<file path="src/rtl/gtf_qpll_rst_pkg.sv">
// Shared types and default timing for the GTF QPLL0 reset sequencer.
package gtf_qpll_rst_pkg;

    typedef enum logic [2:0] {
        ST_PWRDN     = 3'd0,
        ST_RST       = 3'd1,
        ST_WAIT_LOCK = 3'd2,
        ST_STABLE    = 3'd3,
        ST_DONE      = 3'd4,
        ST_FAIL      = 3'd5
    } state_t;

    localparam int DEF_PD_CYCLES    = 16;
    localparam int DEF_RESET_CYCLES = 32;
    localparam int DEF_LOCK_TIMEOUT = 1024;
    localparam int DEF_LOCK_STABLE  = 64;
    localparam int DEF_MAX_RETRIES  = 3;

    // Control outputs that are a pure function of the state.
    typedef struct packed {
        logic pd;
        logic rst;
        logic done;
        logic fail;
    } ctl_t;

    function automatic int max4(input int a, input int b, input int c, input int d);
        int m;
        m = a;
        if (b > m) m = b;
        if (c > m) m = c;
        if (d > m) m = d;
        return m;
    endfunction

    // One counter is shared by every timed state, so size it for the longest interval.
    function automatic int cnt_width(input int a, input int b, input int c, input int d);
        return $clog2(max4(a, b, c, d) + 1);
    endfunction

    function automatic ctl_t decode_ctl(input state_t s);
        ctl_t c;
        c = '0;
        case (s)
            ST_PWRDN: begin
                c.pd  = 1'b1;
                c.rst = 1'b1;
            end
            ST_RST:  c.rst  = 1'b1;
            ST_DONE: c.done = 1'b1;
            ST_FAIL: c.fail = 1'b1;
            default: ;
        endcase
        return c;
    endfunction

endpackage

</file>
<file path="src/rtl/gtf_cdc_sync2.sv">
// Two-flop synchronizer for a single asynchronous level signal.
module gtf_cdc_sync2 (
    input  logic clk,
    input  logic srst,
    input  logic d_i,
    output logic q_o
);

    logic meta_q;
    logic sync_q;

    // Two back-to-back flops; both clear on reset so decisions start from a known level.
    always_ff @(posedge clk) begin
        if (srst) begin
            meta_q <= 1'b0;
            sync_q <= 1'b0;
        end else begin
            meta_q <= d_i;
            sync_q <= meta_q;
        end
    end

    assign q_o = sync_q;

endmodule

</file>
<file path="src/rtl/gtf_qpll_rst_seq.sv">
// QPLL0 power-down / reset / lock-qualification sequencer with bounded retries.
// Optional macro GTF_QPLL_LOCKLOSS_RECOVER_EN: when defined, a lock loss after
// done re-runs the reset pulse; when undefined, done is sticky until restart/reset.
module gtf_qpll_rst_seq
    import gtf_qpll_rst_pkg::*;
#(
    parameter int PD_CYCLES    = DEF_PD_CYCLES,
    parameter int RESET_CYCLES = DEF_RESET_CYCLES,
    parameter int LOCK_TIMEOUT = DEF_LOCK_TIMEOUT,
    parameter int LOCK_STABLE  = DEF_LOCK_STABLE,
    parameter int MAX_RETRIES  = DEF_MAX_RETRIES
) (
    input  logic       gtf_cm_drpclk,
    input  logic       gtf_cm_reset,
    input  logic       gtf_cm_qpll0_restart,
    input  logic       gtf_cm_qpll0lock,
    input  logic       gtf_cm_qpll0refclklost,
    output logic       gtf_cm_qpll0pd,
    output logic       gtf_cm_qpll0reset,
    output logic       gtf_cm_qpll0_done,
    output logic       gtf_cm_qpll0_fail,
    output logic [1:0] gtf_cm_qpll0_retry_cnt
);

    localparam int CNT_W = cnt_width(PD_CYCLES, RESET_CYCLES, LOCK_TIMEOUT, LOCK_STABLE);

    // Each timed state leaves on the cycle its counter reads the last value.
    localparam logic [CNT_W-1:0] PD_LAST  = CNT_W'(PD_CYCLES - 1);
    localparam logic [CNT_W-1:0] RST_LAST = CNT_W'(RESET_CYCLES - 1);
    localparam logic [CNT_W-1:0] TO_LAST  = CNT_W'(LOCK_TIMEOUT - 1);
    // The WAIT_LOCK cycle that first saw lock is the first of the stable run,
    // so STABLE itself needs one cycle fewer (LOCK_STABLE is expected to be >= 2).
    localparam logic [CNT_W-1:0] STB_LAST = CNT_W'((LOCK_STABLE > 1) ? LOCK_STABLE - 2 : 0);
    localparam logic [CNT_W-1:0] CNT_ONE  = CNT_W'(1);
    localparam logic [1:0]       RETRY_MAX = 2'(MAX_RETRIES);

    logic [1:0] async_in;
    logic [1:0] async_sync;
    logic       lock_sync;
    logic       lost_sync;

    state_t           state_q, state_d;
    logic [CNT_W-1:0] cnt_q, cnt_d;
    logic [1:0]       retry_q, retry_d;
    ctl_t             ctl_q;

    assign async_in = {gtf_cm_qpll0refclklost, gtf_cm_qpll0lock};

    for (genvar gi = 0; gi < 2; gi++) begin : g_sync
        gtf_cdc_sync2 u_sync (
            .clk  (gtf_cm_drpclk),
            .srst (gtf_cm_reset),
            .d_i  (async_in[gi]),
            .q_o  (async_sync[gi])
        );
    end

    assign lock_sync = async_sync[0];
    assign lost_sync = async_sync[1];

    // Next-state, shared counter and retry bookkeeping; restart outranks everything.
    always_comb begin
        state_d = state_q;
        cnt_d   = cnt_q + CNT_ONE;
        retry_d = retry_q;
        if (gtf_cm_qpll0_restart) begin
            state_d = ST_RST;
            cnt_d   = '0;
            retry_d = '0;
        end else begin
            case (state_q)
                ST_PWRDN: begin
                    if (cnt_q == PD_LAST) begin
                        state_d = ST_RST;
                        cnt_d   = '0;
                    end
                end
                ST_RST: begin
                    if (cnt_q == RST_LAST) begin
                        state_d = ST_WAIT_LOCK;
                        cnt_d   = '0;
                    end
                end
                ST_WAIT_LOCK: begin
                    if (lock_sync) begin
                        state_d = ST_STABLE;
                        cnt_d   = '0;
                    end else if (lost_sync) begin
                        // No reference clock: the lock timeout must not run.
                        cnt_d = '0;
                    end else if (cnt_q == TO_LAST) begin
                        cnt_d = '0;
                        if (retry_q < RETRY_MAX) begin
                            state_d = ST_RST;
                            retry_d = retry_q + 2'd1;
                        end else begin
                            state_d = ST_FAIL;
                        end
                    end
                end
                ST_STABLE: begin
                    if (!lock_sync) begin
                        state_d = ST_WAIT_LOCK;
                        cnt_d   = '0;
                    end else if (cnt_q == STB_LAST) begin
                        state_d = ST_DONE;
                        cnt_d   = '0;
                    end
                end
                ST_DONE: begin
                    cnt_d = cnt_q;
`ifdef GTF_QPLL_LOCKLOSS_RECOVER_EN
                    if (!lock_sync) begin
                        state_d = ST_RST;
                        cnt_d   = '0;
                        retry_d = '0;
                    end
`endif
                end
                ST_FAIL: begin
                    cnt_d = cnt_q;
                end
                default: begin
                    state_d = ST_PWRDN;
                    cnt_d   = '0;
                end
            endcase
        end
    end

    // State registers plus outputs decoded from the next state so they are flops.
    always_ff @(posedge gtf_cm_drpclk) begin
        if (gtf_cm_reset) begin
            state_q <= ST_PWRDN;
            cnt_q   <= '0;
            retry_q <= '0;
            ctl_q   <= decode_ctl(ST_PWRDN);
        end else begin
            state_q <= state_d;
            cnt_q   <= cnt_d;
            retry_q <= retry_d;
            ctl_q   <= decode_ctl(state_d);
        end
    end

    assign gtf_cm_qpll0pd         = ctl_q.pd;
    assign gtf_cm_qpll0reset      = ctl_q.rst;
    assign gtf_cm_qpll0_done      = ctl_q.done;
    assign gtf_cm_qpll0_fail      = ctl_q.fail;
    assign gtf_cm_qpll0_retry_cnt = retry_q;

endmodule

</file>
<file path="config.mk">
export PLATFORM = sky130hd
export DESIGN_NAME = gtf_qpll_rst_seq
export DESIGN_NICKNAME = d
export VERILOG_FILES = /design/src/rtl/gtf_qpll_rst_pkg.sv /design/src/rtl/gtf_cdc_sync2.sv /design/src/rtl/gtf_qpll_rst_seq.sv
export SDC_FILE = /design/constraint.sdc
export NUM_CORES = 1
export LEC_CHECK = 0
export CAP_MARGIN = 15
export CORE_ASPECT_RATIO = 2
export CORE_MARGIN = 4
export CORE_UTILIZATION = 34
export CTS_CLUSTER_DIAMETER = 50
export DETAILED_ROUTE_END_ITERATION = 8
export PLACE_DENSITY = 0.49
export SYNTH_ARGS = -nofsm -noshare
export SYNTH_HDL_FRONTEND = slang
export SYNTH_SLANG_ARGS = --single-unit
</file>
<file path="constraint.sdc">
create_clock -name gtf_cm_drpclk -period 2.7 [get_ports gtf_cm_drpclk]
set_input_delay 0.81 -clock gtf_cm_drpclk [delete_from_list [all_inputs] [get_ports gtf_cm_drpclk]]
set_output_delay 0.81 -clock gtf_cm_drpclk [all_outputs]
set_load 0.02 [all_outputs]
</file>
Word level (Yosys, flattened, before mapping):

Index checks and enable logic that the tools add are counted.

* input bits: 5
* logic and storage cells: 56
* output and inout bits: 6
* bits in writable memories: 0
* memories kept: 0
* register bits: 24
* ROM bits: 0
* latch bits: 0

* reductions and logical operators: 6
* mux-type cells: 22
* multiply operators: 0
* $add $sub $neg: 2
* bitwise operators: 2
* divide/modulo/power cells: 0
* equal/unequal tests: 12
* shifts and indexed selects: 0
* order comparisons: 1

Operator list (count)
* $mux 11: 7
* $pmux 11 s5: 1
* $mux 3: 9
* $pmux 3 s5: 1
* $eq 3x3->1 const B: 4
* $add 11x1->11 const B: 1
* $eq 11x10->1 const B: 1
* $eq 11x4->1 const B: 1
* $eq 11x5->1 const B: 1
* $eq 11x6->1 const B: 1
* $eq 3x1->1 const B: 2
* $eq 3x2->1 const B: 2
* $logic_not 3->1: 2
* $reduce_or 2->1: 3
* $reduce_and 5->1: 1
* $mux 1: 4
* $add 2x1->2 const B: 1
* $lt 2x2->1 const B: 1
* $not 1->1: 2

Depth between registers and ports, before layout:

Gate-level depths: netlist of the first run.

* depth after elaboration: 10
* mapped depth: 8
* gate-level depth less buffers: 7

Cells and area by module:

Synthesis of the first run repeated with hierarchy kept, for this count alone.

* cell total of the unflattened synthesis: 151
* area, all modules: 1315.0 um2

By module, submodules not included
* gtf_qpll_rst_seq: sequential area each 400.4 um2, cells each 143, area an instance 1209.9 um2, times used 1
* gtf_cdc_sync2: sequential area each 40.0 um2, cells each 4, area an instance 52.6 um2, times used 2

Worst setup path after synthesis of the first run:

Ideal clock, no wire load.

* kind: flip-flop to flip-flop
* start point: register cnt_q[7]
* end point: register ctl_q, in the netlist gtf_cm_qpll0pd
* clock period less this slack: 2.121 ns
* required time: 2.621 ns
* library setup time: 0.079 ns
* arrival time: 2.041 ns
* stages on the path, launching flop included: 6
* setup slack: 0.579 ns
* path buffers: 0
* path through: dfxtp_1 > or4_4 > nor4_4 > nor2_2 > or4_4 > a211oi_2

* cells in the longest elaborated chain, start to end: 8
* elaborated cells on any way between the ends: 15
* classes of those cells: 4 x eq/ne; 10 x mux; 1 x reduce/logical

RTL lines
* from (decl): line gtf_qpll_rst_seq.sv:43 `logic [CNT_W-1:0] cnt_q, cnt_d;`
* from (signal assigned): line gtf_qpll_rst_seq.sv:140 `cnt_q <= cnt_d;`
* $eq 11x10->1: line gtf_qpll_rst_seq.sv:91 `end else if (cnt_q == TO_LAST) begin`
* $mux 3: line gtf_qpll_rst_seq.sv:91
* $mux 3: line gtf_qpll_rst_seq.sv:88 `end else if (lost_sync) begin`
* $mux 3: line gtf_qpll_rst_seq.sv:85 `if (lock_sync) begin`
* $pmux 3 s5 *: line gtf_qpll_rst_seq.sv:71 `case (state_q)`
* $mux 3 *: line gtf_qpll_rst_seq.sv:66 `if (gtf_cm_qpll0_restart) begin`
* $logic_not 3->1 *: line gtf_qpll_rst_pkg.sv:44 `case (s)`
* $mux 1 *: line gtf_qpll_rst_pkg.sv:44
* to (signal assigned): line gtf_qpll_rst_seq.sv:137 `ctl_q <= decode_ctl(ST_PWRDN);`
* to (signal assigned): line gtf_qpll_rst_seq.sv:142 `ctl_q <= decode_ctl(state_d);`
* to (decl): line gtf_qpll_rst_seq.sv:45 `ctl_t ctl_q;`

Mark *: on every way between the ends. The rest lies on a longest branch, timed or not.
A chain may end at the register's enable or synchronous reset.

Worst setup path in the final report of the first run:

* start point: register cnt_q[0]
* end point: register cnt_q[5]

* cells in the longest elaborated chain, start to end: 5
* elaborated cells on any way between the ends: 13
* classes of those cells: 1 x add/sub; 4 x eq/ne; 8 x mux

RTL lines (line)
* $add 11x1->11 / $eq 11x10->1 (equally long branches): gtf_qpll_rst_seq.sv:64, gtf_qpll_rst_seq.sv:91
* $mux 11: gtf_qpll_rst_seq.sv:91
* $mux 11: gtf_qpll_rst_seq.sv:88
* $mux 11: gtf_qpll_rst_seq.sv:85
* $pmux 11 s5 *: gtf_qpll_rst_seq.sv:71

Marks and branches as above.

==> impl_metrics.toml, run 1 <==
[outcome]
outcome = "complete, no violations"

[power_and_ir_drop]
switching_share = 0.221
pwr-share-clk = 0.369
switchingPower_uw = 147
power_frac_comb = 0.072
vdd_drop_max_uv = 408
p_leak_uw = 0.000571
intPower_uw = 518
p_per_area_mw_per_mm2 = 425
sequentialPowerShare = 0.558

[routing]
wl_mm = 3.32
wire_per_inst_um = 15.1
vias = 1192
first_pass_iters = 4
initialDrtViolationCount = 25
vias_per_cell = 5.42
drcViolationCount = 0
ant_nets = 0

[clock_tree]
cts_buffers = 3
cts_sinks = 24
cts_resized = 0
post_cts.repair.setup_buffers = 0
htreeDepth = 1
cts_tree = "yes"
clk_latency_ns = 0.27
cts_root_buffer = "clkbuf_8"
clkTransAtPathRegs_ns = 0.09
ctsHoldBuffers = 0
ctsLongestPathBuffers = 2

[floorplanning]
coreArea_mm2 = 0.00368
row_count = 31
start_util = 0.357
die_h_um = 95.9
chipWidth_um = 52.0
num_io_pins = 11
die_area_mm2 = 0.00498

[timing]
fin_crit_sh = 0.884
tns_ns = 0
min_period_ns = 2.39
tightest_slew_ns = 0.574
max-slew-margin-rel = 0.612
fmax_mhz = 419
clock_skew_ns = 0.00448
hold_violations = 0
rsz0062_at_grt = "false"
slew_viol_final = 0
finalSetupViolCount = 0
fin_ws_ns = 0.314

[flow_run]
maxCapViolCount = 0

[logic_synthesis]
netlist_instances = 154
synth_mux_area_frac = 0.0152
ys_warn_count = 0
syn_avg_cell_area_um2 = 8.53
ys.flop_type = "dfxtp_1"
yosysSeqAreaShare = 0.366
synth_nets = 162
synth_top_family_by_area = "simple AND/OR/NAND/NOR gates"
syn_area_mm2 = 0.00131
synth_async_sr_flop_share = 0
ys_ff_latch = 24
synth-adder-area-share = 0.0286
synth_xor_area_frac = 0.0267
synth_edf_count = 0
yosys.area_share.simple = 0.341
synth_compound_area_frac = 0.176
netlist-cell-type-count = 48

[layout]
layout-drive-gt1-share = 0.164
nets = 180
final_cells = 220
stdcell_area_mm2 = 0.00156
final_core_util = 0.424
n_antenna_cell = 0
area_growth_syn_to_layout_pct = 19.0
fillCellCount = 388

[min_path]
min_path_type = "reg -> reg"

[setup_path]
arrival_ns = 2.52
path_max_fanout = 12
endpoint_kind = "register"
path_class = "reg -> reg"
crit_required_ns = 2.83
crit_path_start_kind = "register"

[place]
dp_slack_ns = 0.236
dp_cells = 216
dpl_cell_area_mm2 = 0.00151
gp_congestion = 0.784
portBuffers = 10
hpwlAfterDp_mm = 2.62

[global_routing]
grt_pass1_vias = 1201
grt_max_degree = 17
antenna_found_initial = 0
grt_pass1_wl_mm = 5.66
grt_use_total = 0.152
overflow = 0
==> power groups by stage <==
stage                     Sequential (uW)  Combinational (uW)  Clock [uW]
after floorplan                       378                28.5           0
after global placement                379                47.2           0
after detailed placement              379                48.0           0
after CTS                             371                48.3         256
after global routing                  373                54.3         270
final                                 371                48.1         246
==> through the flow <==
stage	power (uW)	hold WS (ns)
2_1_floorplan	407	0.414
3_3_place_gp	427	0.425
5_1_grt	697	0.461
3_5_place_dp	427	0.433
4_1_cts	675	0.454
6_report	665	0.447
==> cell usage in the layout, fill, tap and decap left out, types with 2 or more instances in the layout <==
cell,Yosys,layout
clkbuf_8,2,4
a21oi_1,4,4
and2_1,3,3
nor2_1,14,14
o32ai_1,2,2
clkdlybuf4s50_1,0,10
nand2_1,14,14
nor2b_1,5,5
xnor2_1,3,3
nor4_1,6,6
and3_1,4,4
or4_4,2,2
buf_4,0,11
nand4b_1,2,2
inv_1,3,3
o21ai_0,10,10
nand3_1,6,6
or3_1,2,2
nor3_1,5,5
o311ai_0,3,3
or2_2,3,3
mux2i_1,2,2
ha_1,3,3
dfxtp_1,24,24
nand4_1,2,2
==> critical path, stage by stage (launching register included) <==
cell	delay (ns)
dfxtp_1	0.39
ha_1	0.24
nand3_1	0.14
or4_1	0.61
o21a_1	0.35
o21ai_0	0.23
buf_4	0.16
o311ai_0	0.13
==> metal layers <==
layer	wire length [um]	track usage	share of wire
met3	57	0.0217	0.017
met1	1280	0.158	0.38
met2	1890	0.289	0.57
met5	0	0	0
met4	89	0.0635	0.027
==> synth_stat cells (all sizes together) (2+ instances only) <==
| cell type | count | area, um^2 |
|---|---|---|
| a211oi | 2 | 20.0 |
| xnor2 | 3 | 26.3 |
| and3 | 5 | 32.5 |
| clkbuf | 8 | 50.1 |
| nand4b | 2 | 17.5 |
| a21oi | 4 | 20.0 |
| nand3 | 6 | 30.0 |
| mux2i | 2 | 20.0 |
| nand4 | 2 | 12.5 |
| and2 | 3 | 18.8 |
| nor3 | 6 | 35.0 |
| or3 | 2 | 12.5 |
| or4 | 3 | 30.0 |
| nor2b | 5 | 31.3 |
| o311ai | 3 | 26.3 |
| ha | 3 | 37.5 |
| nand2 | 14 | 52.6 |
| o32ai | 2 | 17.5 |
| or2 | 3 | 18.8 |
| nor4 | 7 | 58.8 |
| inv | 3 | 11.3 |
| dfxtp | 24 | 480 |
| nor2 | 15 | 58.8 |
| o21ai | 10 | 50.1 |
==> sequential cells by signal (all words and copies together), names as in the netlist <==
register and count:
gtf_cm_qpll0pd 1, gtf_cm_qpll0_done 1, gtf_cm_qpll0reset 1, cnt_q 11, state_q 3, gtf_cm_qpll0_fail 1, g_sync.u_sync.meta_q 2, g_sync.u_sync.q_o 2
gtf_cm_qpll0_retry_cnt 2
==> final cells by class <==
type	instances	area [um^2]	share of cell area
clock buffers	4	55.1	0.0352
inverters	3	11.3	0.00721
multi-input cells	119	772	0.494
flip-flops and latches	24	480	0.307
well taps	49	61.3	0.0392
repair buffers	21	183	0.117
==> worst paths after layout <==
kind,slack [ns],from,to,depth (start not counted)
worst max-delay path,0.31,cnt_q[0],cnt_q[5],7
worst min register to register,0.45,g_sync[0].u_sync.meta_q,g_sync[0].u_sync.q_o,1
worst min-delay path,0.45,g_sync[0].u_sync.meta_q,g_sync[0].u_sync.q_o,1
worst max register to register,0.31,cnt_q[0],cnt_q[5],7
==> cells by family (layout without fill, tap and decap cells) <==
family / Yosys count / after routing
flops: 24 / 24
simple gates: 78 / 78
xor+xnor: 4 / 4
mux: 2 / 2
buf+inv: 11 / 28
compound gates: 32 / 32
fa+ha+maj: 3 / 3
Power figures use the tool's default switching activity.
==> run 2: changes to the inputs <==
Settings changed: CAP_MARGIN 15 to not set.
==> results of run 2 <==
The final DEF is identical to that of run 1; final timing and power are the same.
==> run 3: changes to the inputs <==
Settings changed: PLACE_DENSITY 0.49 to 0.55, SLEW_MARGIN set to 5.
==> run 3 against run 2 <==
Die area stayed put; combinational power is 2% lower; register-to-register slack gained 0.08 ns; total power shrank 5.2%; first-iteration DRC count grew 60%; utilization is essentially flat; critical path depth shrank 2; wire length up 4.8%; via count up 3.2%; count of clock-buffer cells in the layout is 1 lower; critical endpoint is now gtf_cm_qpll0pd.
==> impl_metrics.toml, run 3 (synthesis gave the netlist of run 1 again) <==
[layout]
fillCellCount = 380
largest_register_ffs = 11
area_growth_syn_to_layout_pct = 19.0
layout_commonest_cell = "dfxtp_1"
top_regs = "cnt_q x11, state_q x3"
layout-drive-gt1-share = 0.169
n_antenna_cell = 0
stdcell_area_mm2 = 0.00156
top_register = "cnt_q"
layout_common_cells = "dfxtp_1, nand2_1, nor2_1"
nets = 182

[routing]
vias_per_cell = 5.57
initialDrtViolationCount = 40
wl_mm = 3.48
first_pass_iters = 4
ant_nets = 0
drcViolationCount = 0
vias = 1230
wire_per_inst_um = 15.7

[min_path]
hold_depth = 1
min_path_type = "reg -> reg"
hp-start = "g_sync[1].u_sync.meta_q"
hold_end = "g_sync[1].u_sync.q_o"

[floorplanning]
coreArea_mm2 = 0.00368
die_area_mm2 = 0.00498
row_count = 31
num_io_pins = 11
chipWidth_um = 52.0
start_util = 0.357
die_h_um = 95.9

[clock_tree]
cts_tree = "yes"
ctsHoldBuffers = 0
cts_sinks = 24
htreeDepth = 1
cts_buffers = 3
cts_resized = 0
clkTransAtPathRegs_ns = 0.08
post_cts.repair.setup_buffers = 0
ctsLongestPathBuffers = 2
cts_root_buffer = "clkbuf_8"
clk_latency_ns = 0.27

[place]
dpl_cell_area_mm2 = 0.00152
portBuffers = 10
gp_congestion = 0.905
hpwlAfterDp_mm = 2.72

[global_routing]
overflow = 0
grt_pass1_wl_mm = 5.87
grt_use_total = 0.159
grt_pass1_vias = 1298
use_met3 = 0.0326
antenna_found_initial = 0
grt_use_met2 = 0.314
global_route.usage.met1 = 0.133
globalRoute.busiestLayer = "met2"
grt_max_degree = 17

[outcome]
outcome = "complete, no violations"

[setup_path]
worstReg2RegStart = "cnt_q[7]"
crit_required_ns = 2.89
path_max_fanout = 6
arrival_ns = 2.50
path_class = "reg -> reg"
crit_path_start_kind = "register"
reg2reg_to = "gtf_cm_qpll0pd"
reg2reg_depth = 5
r2r_setup_slack_ns = 0.40
endpoint_kind = "register"

[power_and_ir_drop]
p_leak_uw = 0.000574
vdd_drop_max_uv = 308
p_per_area_mw_per_mm2 = 403

[timing]
min_period_ns = 2.30
hold_violations = 0
max-slew-margin-rel = 0.656
tns_ns = 0
tightest_slew_ns = 0.509
finalSetupViolCount = 0
rsz0062_at_grt = "false"
fmax_mhz = 434
slew_viol_final = 0
fin_crit_sh = 0.853
clock_skew_ns = 0.00514

[flow_run]
maxCapViolCount = 0
run 3: cell types whose count changed in the layout (fill, tap and decap cells not counted), sizes merged:
cell    before  now
buf         11   13
clkbuf       4    3
run 3: area by class of cell:
class / instances / area [um^2] / share of cell area
Clock buffer: 3 / 41.3 / 0.0264
Inverter: 3 / 11.3 / 0.00720
Timing Repair Buffer: 23 / 198 / 0.126
Tap cell: 49 / 61.3 / 0.0392
Multi-Input combinational cell: 119 / 772 / 0.494
Sequential cell: 24 / 480 / 0.307
run 3: worst max-delay path by stage:
| stage | cells past startpoint | start | endpoint | slack [ns] |
|---|---|---|---|---|
| final | 5 | cnt_q[7] | gtf_cm_qpll0pd | 0.40 |
| after CTS | 6 | cnt_q[0] | gtf_cm_qpll0pd | 0.37 |
| after detailed placement | 4 | gtf_cm_reset | gtf_cm_qpll0pd | 0.26 |
| after floorplan | 5 | cnt_q[7] | gtf_cm_qpll0pd | 0.58 |
| after global routing | 6 | cnt_q[0] | gtf_cm_qpll0_done | 0.27 |
| after global placement | 4 | gtf_cm_reset | gtf_cm_qpll0pd | 0.33 |
run 3: metal layers:
| layer | wire, um | up-vias |
|---|---|---|
| met5 | 0 | - |
| met4 | 150 | 0 |
| met3 | 113 | 14 |
| met2 | 2040 | 28 |
| met1 | 1180 | 581 |
| li1 | - | 607 |
run 3: per-stage QoR:
| step | hold slack, ns | worst slack [ns] | utilization | std cells | total power, uW |
|---|---|---|---|---|---|
| 2_1_floorplan | 0.414 | 0.579 | - | 154 | 407 |
| 3_3_place_gp | 0.432 | 0.329 | 0.413 | 218 | 426 |
| 3_5_place_dp | 0.437 | 0.259 | 0.413 | 218 | 428 |
| 4_1_cts | 0.456 | 0.374 | 0.424 | 221 | 639 |
| 5_1_grt | 0.464 | 0.275 | 0.424 | 221 | 656 |
| 6_report | 0.450 | 0.396 | 0.424 | 221 | 630 |
run 3: critical path, cell delays in order, from the launching register on:
cell and delay [ns]:
dfxtp_1 0.36, or4_4 0.59, nor4_4 0.40, nor2_2 0.10
or4_4 0.56, a211oi_2 0.22
run 3: power by group:
| group | leakage, uW | switching [uW] | internal [uW] |
|---|---|---|---|
| sequential | 0.000195 | 8.89 | 363 |
| clock | 0.0000216 | 111 | 99.9 |
| combinational | 0.000357 | 22.9 | 24.2 |
==> edit 1 (flow settings as in run 1) <==
Add an input register stage for `gtf_cm_qpll0_restart` and `gtf_cm_qpll0lock`, without a reset; this delays them by one clock.
--- a/src/rtl/gtf_qpll_rst_seq.sv
+++ b/src/rtl/gtf_qpll_rst_seq.sv
@@ -35,4 +35,12 @@
     localparam logic [1:0]       RETRY_MAX = 2'(MAX_RETRIES);
 
+    logic gtf_cm_qpll0_restart_q;
+    logic gtf_cm_qpll0lock_q;
+
+    always_ff @(posedge gtf_cm_drpclk) begin
+        gtf_cm_qpll0_restart_q <= gtf_cm_qpll0_restart;
+        gtf_cm_qpll0lock_q     <= gtf_cm_qpll0lock;
+    end
+
     logic [1:0] async_in;
     logic [1:0] async_sync;
@@ -45,5 +53,5 @@
     ctl_t             ctl_q;
 
-    assign async_in = {gtf_cm_qpll0refclklost, gtf_cm_qpll0lock};
+    assign async_in = {gtf_cm_qpll0refclklost, gtf_cm_qpll0lock_q};
 
     for (genvar gi = 0; gi < 2; gi++) begin : g_sync
@@ -64,5 +72,5 @@
         cnt_d   = cnt_q + CNT_ONE;
         retry_d = retry_q;
-        if (gtf_cm_qpll0_restart) begin
+        if (gtf_cm_qpll0_restart_q) begin
             state_d = ST_RST;
             cnt_d   = '0;
Formal check against the unedited RTL: not equivalent (Yosys sat finds a counterexample within 4 cycles, from zero or initial values and one cycle with gtf_cm_reset high).
==> edit 1 against run 1 <==
  * Cell area is 0.40% lower
  * Count of clock-buffer cells in the layout unchanged
  * Setup slack improved by 0.091 ns
  * Routed wire length down 3.0%
  * Synthesized area rose by 3.0%
  * Sequential cell count increased by 2
  * Clock skew about the same
  * Power rose by 2.9%
  * Critical path type unchanged
  * Critical endpoint is now cnt_q[4]$_SDFFE_PP0P_
==> edit 1: results (changes against run 1) <==
- Multi-In Gates: 112 (was 119)
- Vias per cell: 5.21 (was 5.42)
- Lkg Pwr: 0.554 nW (was 0.571 nW)
- GP Congestion: 0.796 (was 0.784)
- R2R Setup Slk: 0.41 ns (was 0.31 ns)
- DP HPWL: 2530 microns (was 2620 microns)
- Multi-input gate area: 783 sq um (was 772 sq um)
- Synth unique cells: 46 (was 48)
- Mapped Nets: 157 (was 162)
- Met1 Wirelength: 1170 microns (was 1280 microns)
- Initial drt markers: 28 (was 25)
- CP max stage delay: 0.56 ns (was 0.61 ns)
- Max VDD drop: 0.000324 V (was 0.000408 V)
- Status: complete, no violations (unchanged)
- First-pass GRT wire length: 5510 microns (was 5660 microns)
- Nets: 168 (was 180)
- Length of routed met3 wiring: 72 microns (was 57 microns)
- Hold Path Origin: g_sync[1].u_sync.meta_q$_SDFF_PP0_ (was g_sync[0].u_sync.meta_q$_SDFF_PP0_)
- Fillers: 417 (was 388)
- GRT Total Usage: 0.142 (was 0.152)
- Worst relative slew slack: 0.644 (was 0.612)
- CP max FO: 11 (was 12)
- Crit path from: state_q[1]$_SDFF_PP0_ (was cnt_q[0]$_SDFFE_PP0P_)
- Post-synthesis xor/xnor area fraction: 0.0259 (was 0.0267)
- R2r endpoint: cnt_q[4]$_SDFFE_PP0P_ (was cnt_q[5]$_SDFFE_PP0P_)
- R2R depth: 6 (was 7)
- Share of layout cells above drive strength 1: 0.113 (was 0.164)
- Sequential area share after synthesis: 0.385 (was 0.366)
- Psw: 0.000146 W (was 0.000147 W)
- Post-synthesis mux area share: 0.0148 (was 0.0152)
- Area contributors post-synth: dfxtp_1 (38%), nor2_1 (4.7%), nand2_1 (3.9%) (was dfxtp_1 (37%), nand2_1 (4.0%), nor2_1 (4.0%))
- CP max-delay cell: dfxtp_1 (was or4_1)
- DR WL/cell: 15.3 microns (was 15.1 microns)
- Metal2 WL: 1830 microns (was 1890 microns)
- Non-clk bufs: 12 (was 21)
- Clock skew: 0.00468 ns (was 0.00448 ns)
- Commonest cells in the netlist: dfxtp_1 (26), nor2_1 (17), nand2_1 (14), nor2b_1 (7), nand3_1 (6) (was dfxtp_1 (24), nand2_1 (14), nor2_1 (14), o21ai_0 (10))
- Arrival @ worst endpoint: 2.41 ns (was 2.52 ns)
## edit 1: per-layer routing
metal,global-route usage,vias to the layer above
li1,-,557
met1,0.143,507
met2,0.261,20
met3,0.0230,10
met4,0.0748,0
met5,0,-
## edit 1: metrics by stage
step           instance area (sq um)  setup WS [ns]  std cells   util
3_3_place_gp                    1500          0.248        206  0.391
2_1_floorplan                   1350          0.886        149      -
5_1_grt                         1560          0.279        210  0.405
4_1_cts                         1560          0.397        210  0.405
6_report                        1560          0.405        210  0.405
3_5_place_dp                    1500          0.230        206  0.391
## edit 1: power groups by stage
stage	clock network, W	logic, W	registers (W)
finish	0.000252	0.0000332	0.000399
CTS	0.000259	0.0000335	0.000399
detailed placement	0	0.0000333	0.000408
global route	0.000277	0.0000361	0.000400
floorplan	0	0.0000196	0.000406
global placement	0	0.0000327	0.000408
## edit 1: kinds of logic after synthesis
logic type      Yosys count
simple gates             71
fa+ha+maj                 3
mux                       2
flops                    26
compound gates           32
buf+inv                  11
xor+xnor                  4
==> edit 2 (settings of run 1) <==
Without the edit above. Set the package constant `DEF_LOCK_TIMEOUT` to 4096 (it was 1024).
--- a/src/rtl/gtf_qpll_rst_pkg.sv
+++ b/src/rtl/gtf_qpll_rst_pkg.sv
@@ -13,5 +13,5 @@
     localparam int DEF_PD_CYCLES    = 16;
     localparam int DEF_RESET_CYCLES = 32;
-    localparam int DEF_LOCK_TIMEOUT = 1024;
+    localparam int DEF_LOCK_TIMEOUT = 4096;
     localparam int DEF_LOCK_STABLE  = 64;
     localparam int DEF_MAX_RETRIES  = 3;
Formal check against the unedited RTL: same outputs for any inputs over 10 cycles, from zero or initial values and one cycle with gtf_cm_reset high; that may be too few to reach the edited logic, so the function may still have changed.
==> edit 2 against run 1 <==
  * Combinational power rose by 29%
  * Routed wire length is 13% higher
  * Clock power rose by 5%
  * Sequential cell count is 2 higher
  * Synthesized area increased by 12%
  * Count of clock-buffer cells in the layout stayed put
  * Power grew 7.4%
  * Die area up 11%
  * Cell area is 5.7% higher
  * Setup slack better by 0.12 ns
  * Critical path type unchanged
  * Critical endpoint is now cnt_q[10]$_SDFFE_PP0P_
==> edit 2: results (changes against run 1) <==
- DP Worst Slack: 0.315 ns (was 0.236 ns)
- Share of layout cells above drive strength 1: 0.109 (was 0.164)
- CP max FO: 9 (was 12)
- Synth unique cells: 52 (was 48)
- Status: complete, no violations (unchanged)
- Worst relative slew slack: 0.638 (was 0.612)
- Area contributors post-synth: dfxtp_1 (35%), nor2_1 (4.1%), buf_6 (3.8%) (was dfxtp_1 (37%), nand2_1 (4.0%), nor2_1 (4.0%))
- Pint: 0.000547 W (was 0.000518 W)
- Clock skew: 0.00319 ns (was 0.00448 ns)
- Commonest cells in the netlist: dfxtp_1 (26), nor2_1 (16), nand2_1 (15), nand3_1 (10) (was dfxtp_1 (24), nand2_1 (14), nor2_1 (14), o21ai_0 (10))
- GP Congestion: 0.930 (was 0.784)
- Mapped Nets: 172 (was 162)
- Initial drt markers: 16 (was 25)
- Maximum number of pins on one net before global-route repair: 15 (was 17)
- Sequential area share after synthesis: 0.353 (was 0.366)
- Setup bufs post-CTS: 0 (unchanged)
- Max VDD drop: 0.000290 V (was 0.000408 V)
- Vias per cell: 5.68 (was 5.42)
- Fillers: 450 (was 388)
- ANT cells: 0 (unchanged)
- First-pass GRT wire length: 6190 microns (was 5660 microns)
- Number of global-route vias before repair: 1271 (was 1201)
- Grt met1 use: 0.156 (was 0.158)
- M2 GR Usage: 0.272 (was 0.289)
- Biggest regs: cnt_q: 13 flops, state_q: 3 flops (was cnt_q: 11 flops, state_q: 3 flops)
- Arrival @ worst endpoint: 2.43 ns (was 2.52 ns)
- Lkg Pwr: 0.604 nW (was 0.571 nW)
- GRT Total Usage: 0.154 (was 0.152)
- DR WL/cell: 16.6 microns (was 15.1 microns)
- Global routing usage on met3: 0.0250 (was 0.0217)
- DR pass1 iterations: 4 (unchanged)
- Nets: 183 (was 180)
- DP HPWL: 2980 microns (was 2620 microns)
-- edit 2: area by class of cell --
| class | instances | area [sq um] | share of cell area |
|---|---|---|---|
| repair buffers | 12 | 115 | 0.0697 |
| inverters | 7 | 26.3 | 0.0159 |
| multi-input cells | 125 | 870 | 0.527 |
| well taps | 52 | 65.1 | 0.0394 |
| clock buffers | 4 | 55.1 | 0.0333 |
| flip-flops and latches | 26 | 520 | 0.315 |
-- edit 2: kinds of logic (layout without fill, tap and decap cells) --
logic type / Yosys count / in the layout / synth area share
multiplexers: 1 / 1 / 0.00678
AND/OR/NAND/NOR: 83 / 83 / 0.332
XOR/XNOR: 2 / 2 / 0.0119
flip-flops: 26 / 26 / 0.353
AO/OA/AOI/OAI: 36 / 36 / 0.213
buffers and inverters: 13 / 23 / 0.0585
adder cells (fa/ha/maj): 3 / 3 / 0.0254
-- edit 2: routing by layer --
metal	share of wire	wire (microns)
met1	0.36	1340
met2	0.56	2110
met3	0.025	92
met4	0.055	207
met5	0	0
-- edit 2: power groups by stage --
stage	Clock (W)	Combinational [W]	Sequential, W
finish	0.000258	0.0000619	0.000394
global route	0.000285	0.0000675	0.000394
CTS	0.000266	0.0000625	0.000394
detailed placement	0	0.0000622	0.000403
global placement	0	0.0000615	0.000402
floorplan	0	0.0000401	0.000403
-- edit 2: path summary, 6_finish.rpt --
path	from	end	slack, ns	cells past startpoint
setup / recovery	cnt_q[4]$_SDFFE_PP0P_	cnt_q[10]$_SDFFE_PP0P_	0.44	5
hold / removal	g_sync[0].u_sync.meta_q$_SDFF_PP0_	g_sync[0].u_sync.q_o$_SDFF_PP0_	0.46	1
setup reg to reg	cnt_q[4]$_SDFFE_PP0P_	cnt_q[10]$_SDFFE_PP0P_	0.44	5
hold reg to reg	g_sync[0].u_sync.meta_q$_SDFF_PP0_	g_sync[0].u_sync.q_o$_SDFF_PP0_	0.46	1
-- edit 2: metrics by stage --
step,area [sq um],cells
floorplan,1480,164
global placement,1600,222
detailed placement,1600,222
CTS,1650,226
global route,1650,226
finish,1650,226
-- edit 2: critical path, stage by stage (launching register included) --
cell	delay, ns
dfxtp_1	0.50
nand4_1	0.32
nor4_4	0.58
a2bb2oi_2	0.28
a21oi_4	0.14
a221o_1	0.34
